**src/rtl/ch_qscan.sv**
```systemverilog
// ch_qscan: scan/update controller for the 32-slot cluster-head Q-value bank.
// Ports: start/num_entries (scan), wr_req/wr_slot/wr_val (write), bank_* (bank), ready/done/best_* (status). Macro: CH_SKIP_EMPTY_EN.
module ch_qscan #(
  parameter int SLOTS = 32
) (
  input  logic        clk,
  input  logic        nrst,
  input  logic        start,
  input  logic [5:0]  num_entries,
  input  logic        wr_req,
  input  logic [4:0]  wr_slot,
  input  logic [15:0] wr_val,
  output logic [5:0]  bank_index,
  output logic        bank_wr_en,
  output logic [15:0] bank_wdata,
  input  logic [15:0] bank_rdata,
  output logic        ready,
  output logic        done,
  output logic        best_valid,
  output logic [4:0]  best_slot,
  output logic [15:0] best_val
);

  localparam logic [5:0] MAXN = 6'(SLOTS);

  typedef enum logic [1:0] {
    IDLE, WRITE, SCAN, DONE
  } state_t;

  state_t      state_q, state_d;
  logic [5:0]  cnt_q, cnt_d;
  logic [5:0]  n_q, n_d;
  logic [15:0] max_q, max_d;
  logic [4:0]  slot_q, slot_d;
  logic        found_q, found_d;
  logic [4:0]  wslot_q, wslot_d;
  logic [15:0] wval_q, wval_d;
  logic        bv_d;
  logic [4:0]  bs_d;
  logic [15:0] bq_d;
  logic [5:0]  n_clamp;
  logic        take;

  assign n_clamp = (num_entries > MAXN) ? MAXN : num_entries;

`ifdef CH_SKIP_EMPTY_EN
  // zero marks an empty slot, which may never become the winner
  assign take = (bank_rdata != 16'h0000) &&
                (!found_q || (bank_rdata > max_q));
`else
  assign take = !found_q || (bank_rdata > max_q);
`endif

  always_comb begin
    state_d = state_q;
    cnt_d   = cnt_q;
    n_d     = n_q;
    max_d   = max_q;
    slot_d  = slot_q;
    found_d = found_q;
    wslot_d = wslot_q;
    wval_d  = wval_q;
    bv_d    = best_valid;
    bs_d    = best_slot;
    bq_d    = best_val;
    unique case (state_q)
      IDLE: begin
        if (wr_req) begin
          state_d = WRITE;
          wslot_d = wr_slot;
          wval_d  = wr_val;
        end else if (start) begin
          cnt_d   = '0;
          n_d     = n_clamp;
          max_d   = '0;
          slot_d  = '0;
          found_d = 1'b0;
          bv_d    = 1'b0;
          bs_d    = '0;
          bq_d    = '0;
          state_d = (n_clamp == 6'd0) ? DONE : SCAN;
        end
      end
      WRITE: state_d = IDLE;
      SCAN: begin
        // strict compare: equal values keep the earlier (lower) slot
        if (take) begin
          max_d   = bank_rdata;
          slot_d  = cnt_q[4:0];
          found_d = 1'b1;
        end
        cnt_d = cnt_q + 6'd1;
        if (cnt_q == n_q - 6'd1) begin
          state_d = DONE;
          bv_d    = found_d;
          bs_d    = slot_d;
          bq_d    = max_d;
        end
      end
      DONE: state_d = IDLE;
      default: state_d = IDLE;
    endcase
  end

  always_ff @(posedge clk) begin
    if (!nrst) begin
      state_q    <= IDLE;
      cnt_q      <= '0;
      n_q        <= '0;
      max_q      <= '0;
      slot_q     <= '0;
      found_q    <= 1'b0;
      wslot_q    <= '0;
      wval_q     <= '0;
      best_valid <= 1'b0;
      best_slot  <= '0;
      best_val   <= '0;
    end else begin
      state_q    <= state_d;
      cnt_q      <= cnt_d;
      n_q        <= n_d;
      max_q      <= max_d;
      slot_q     <= slot_d;
      found_q    <= found_d;
      wslot_q    <= wslot_d;
      wval_q     <= wval_d;
      best_valid <= bv_d;
      best_slot  <= bs_d;
      best_val   <= bq_d;
    end
  end

  // bank pins decode from registers only
  always_comb begin
    bank_index = '0;
    bank_wr_en = 1'b0;
    bank_wdata = '0;
    unique case (state_q)
      WRITE: begin
        bank_index = {wslot_q, 1'b0};
        bank_wr_en = 1'b1;
        bank_wdata = wval_q;
      end
      SCAN:    bank_index = {cnt_q[4:0], 1'b0};
      default: bank_index = '0;
    endcase
  end

  assign ready = (state_q == IDLE);
  assign done  = (state_q == DONE);

endmodule

```
**config.mk**
```make
export PLATFORM = sky130hd
export DESIGN_NAME = ch_qscan
export DESIGN_NICKNAME = d
export VERILOG_FILES = /design/src/rtl/ch_qscan.sv
export SDC_FILE = /design/constraint.sdc
export NUM_CORES = 1
export LEC_CHECK = 0
export CORE_MARGIN = 4
export CORE_UTILIZATION = 60
export DETAILED_ROUTE_END_ITERATION = 10
export DONT_BUFFER_PORTS = 1
export PLACE_DENSITY = 0.87
export SYNTH_ARGS = -nofsm -noshare
export SYNTH_HDL_FRONTEND = slang
export SYNTH_SLANG_ARGS = --single-unit
export TNS_END_PERCENT = 1
```
**constraint.sdc**
```tcl
create_clock -name clk -period 3 [get_ports clk]
set_input_delay 0.75 -clock clk [delete_from_list [all_inputs] [get_ports clk]]
set_output_delay 0.75 -clock clk [all_outputs]
set_load 0.01 [all_outputs]
```
==> metrics.json <==
{
  "drive_gt1_share_pct": 7.45,
  "synth_seq_area_share_pct": 38.2,
  "power.share.switching_pct": 36.0,
  "timing.setup.critical_path_class": "reg2out",
  "tightest_slew_ns": 0.893,
  "hold_class": "reg2reg",
  "cpMaxStageDelayCell": "sky130_fd_sc_hd__ha_1",
  "fillers": 534,
  "critical_path.reg2reg.endpoint": "best_val[11]",
  "grt_setup_unrepaired": "false",
  "outcome": "completed",
  "post_route_setup_tns_ns": 0,
  "route.detailed.wl_per_inst_um": 17.2,
  "die_y_um": 91.1,
  "worst_ep_required_time_ns": 2.25,
  "layout.core_utilization_pct": 63.7,
  "crit_path_cell_trace": "inv_1 > ha_1 > a22oi_1 > nor2b_1",
  "holdPathEnd": "wval_q[6]",
  "gate_count_of_the_mapped_netlist": 494,
  "postSynthRegisterBits": 79,
  "dp_slack_ns": 0.197,
  "core_area_um2": 6760,
  "firstDrtPassIters": 5,
  "number_of_buffers_created_by_cts": 9,
  "final_hold_vio_count": 0,
  "nNetsFinal": 547,
  "area_growth_syn_to_layout_pct": 3.93,
  "gp_congestion": 0.815,
  "timing.final.crit_share_pct": 86.5,
  "most_frequent_standard_cell_in_the_layout_excluding_fill_and_tap_cells": "sky130_fd_sc_hd__dfxtp_1",
  "final-max-slew-violation-count": 0,
  "worst_path_dominant_cell_family": "adder cells",
  "crit_arrival_ns": 1.85,
  "commonest_cells_after_routing_fill_and_taps_aside": "sky130_fd_sc_hd__dfxtp_1 (79), sky130_fd_sc_hd__nand2_1 (64), sky130_fd_sc_hd__a21oi_1 (58), sky130_fd_sc_hd__nand3_1 (26)",
  "initialDrtViolationCount": 265,
  "fmaxAchievable_ghz": 0.385,
  "design.die.area_um2": 8300,
  "timing.clock.skew_ns": 0.0109,
  "max-cap-violations": 0,
  "clock_insertion_delay_worst_skew_ns": 0.36,
  "clk_transition_reported_paths_ns": 0.09,
  "grt_first_pass_wirelength_um": 16200,
  "drtAntennaViolNets": 0,
  "count_of_yosys_warnings_during_synthesis": 0,
  "min-delay-start": "wval_q[6]",
  "critPathMaxStageDelay_ns": 0.60,
  "place.detailed.hpwl_um": 6650,
  "number_of_cell_instances_on_the_worst_register_to_register_path": 7,
  "netSwitchingPower_uw": 920,
  "layout_min_cycle_time_ns": 2.60,
  "overflow": 0,
  "route.detailed.vias_per_inst": 6.32,
  "tritoncts": "done",
  "power_frac_clock_pct": 29.0,
  "worst-r2r-setup-slack_ns": 0.42,
  "cts-root-buf": "sky130_fd_sc_hd__clkbuf_8",
  "min_delay_path_depth": 2,
  "die_width_um": 91.1,
  "row_cnt": 30,
  "cts_setup_buffers": 0,
  "clock_sinks": 79,
  "netlist_area_um2": 4140,
  "synthDistinctLibCells": 50,
  "grt_antenna_before_repair": 0,
  "setup_slack_ns": 0.404,
  "antenna_cells_inserted": 0,
  "p_seq_share_pct": 45.2,
  "num_vias": 3558,
  "power_leakage_uw": 0.00159,
  "effective_utilization_at_floorplan_pct": 61.3,
  "grt_usage_pct": 23.7,
  "ir_worst_vdd_uv": 437,
  "kind_of_end_point_of_the_critical_path": "output pin",
  "cts_htree_levels": 3,
  "timing.max_slew.rel_slack_pct": 40.5,
  "cts_hold_buf": 0,
  "finalSetupViolCount": 0,
  "drcViolationCount": 0,
  "port_buffers": 0,
  "power_density_nw_per_um2": 593,
  "power.share.combinational_pct": 25.9,
  "grt_start_max_net_pins": 53,
  "cp-start-kind": "flip-flop",
  "post_cts_resize_count": 0,
  "regToRegStartpoint": "n_q[0]",
  "synth_nets": 563,
  "p_int_uw": 1630,
  "worst-path-buf-inv": 1,
  "design.portCount": 94,
  "longest_clk_path_bufs": 2,
  "vias_in_the_first_global_route": 3473,
  "finalWirelength_um": 9660,
  "postSynthAreaPerCell_um2": 8.39,
  "worstPathMaxFanout": 22
}
registers in the layout, indices dropped and copies added (netlist names):
| register | cells |
|---|---|
| wval_q | 16 |
| n_q | 6 |
| wslot_q | 5 |
| best_slot | 5 |
| state_q | 2 |
| best_val | 16 |
| cnt_q | 6 |
| slot_q | 5 |
| best_valid | 1 |
| found_q | 1 |
| max_q | 16 |
synthesized netlist by cell type, drive strengths merged:
cell / count / share of area [%]
o22ai: 6 / 0.91
nand2: 64 / 5.8
a2111o: 1 / 0.27
and3: 1 / 0.15
nand3b: 1 / 0.18
nor3b: 6 / 1.1
o21a: 2 / 0.36
or4: 2 / 0.36
o31a: 1 / 0.21
a21o: 1 / 0.18
o2bb2ai: 21 / 4.4
o221ai: 1 / 0.21
o31ai: 1 / 0.30
a211oi: 19 / 3.7
a21oi: 58 / 7.0
or3: 2 / 0.42
nor4: 1 / 0.15
a22oi: 6 / 1.1
inv: 24 / 2.2
nor2b: 8 / 1.2
and2: 18 / 2.7
dfxtp: 79 / 38
mux2i: 23 / 5.6
nand4: 4 / 0.76
nand3: 26 / 3.1
nor2: 12 / 1.1
nand2b: 2 / 0.30
buf: 13 / 2.6
conb: 1 / 0.091
a21boi: 3 / 0.63
nor3: 5 / 0.72
xnor2: 4 / 0.85
ha: 22 / 6.6
xor2: 3 / 0.63
o21ai: 26 / 3.2
a221oi: 1 / 0.21
clkbuf: 26 / 2.4
cells by family after synthesis:
kind of cell	after synthesis	share of synthesized area, %
multiplexers	23	5.56
buffers and inverters	63	7.16
other	1	0.0905
AND/OR/NAND/NOR	152	18.1
XOR/XNOR	7	1.48
adder cells (fa/ha/maj)	22	6.64
flip-flops	79	38.2
AO/OA/AOI/OAI	147	22.8
worst min-delay path, delay by kind of cell, from the launching register on:
kind / cells / cell delay (ns)
AOI/OAI and AO/OA: 1 / 0.05
and+or+nand+nor: 1 / 0.05
DFF: 1 / 0.32
power groups by stage:
stage	logic, uW	clock network (uW)	registers [uW]
after floorplan	536	0	1160
after global placement	625	0	1170
after detailed placement	651	0	1180
after CTS	656	746	1150
after global routing	741	800	1160
final	662	740	1150
final cells by class:
cell class	instances	area (um2)	area share [%]
multi-input combinational	352	2260	52.6
sequential	79	1580	36.7
clock buffer	9	124	2.88
tap	80	100	2.32
timing repair buffer	12	90.1	2.09
inverter	24	90.1	2.09
clock inverter	7	55.1	1.28
metal layers:
| layer | share of wire, % | up-vias | GRT usage [%] |
|---|---|---|---|
| met1 | 41 | 1677 | 29.4 |
| met5 | 0 | - | 0 |
| met2 | 47 | 149 | 37.6 |
| met3 | 9.6 | 22 | 8.53 |
| met4 | 2.2 | 0 | 8.92 |
| li1 | - | 1710 | - |
stage by stage:
step	cell area (um2)	total power, uW	std cells	hold slack [ns]
6_report	4310	2560	563	0.455
5_1_grt	4310	2700	563	0.472
4_1_cts	4310	2550	563	0.456
3_5_place_dp	4130	1830	547	0.445
3_3_place_gp	4130	1800	547	0.438
2_1_floorplan	4140	1700	494	0.432
how the worst max path moves through the flow:
stage	startpoint	end	slack (ns)	depth (start not counted)
4_1_cts	state_q[1]	bank_index[1]	0.39	4
3_5_place_dp	bank_rdata[15]	max_q[15]	0.20	8
5_1_grt	n_q[0]	best_slot[0]	0.21	7
3_3_place_gp	bank_rdata[13]	best_slot[2]	0.38	8
2_1_floorplan	bank_rdata[15]	best_val[0]	0.42	9
6_report	state_q[1]	bank_index[4]	0.40	4
Note: power is estimated with default switching activity, not from simulation.
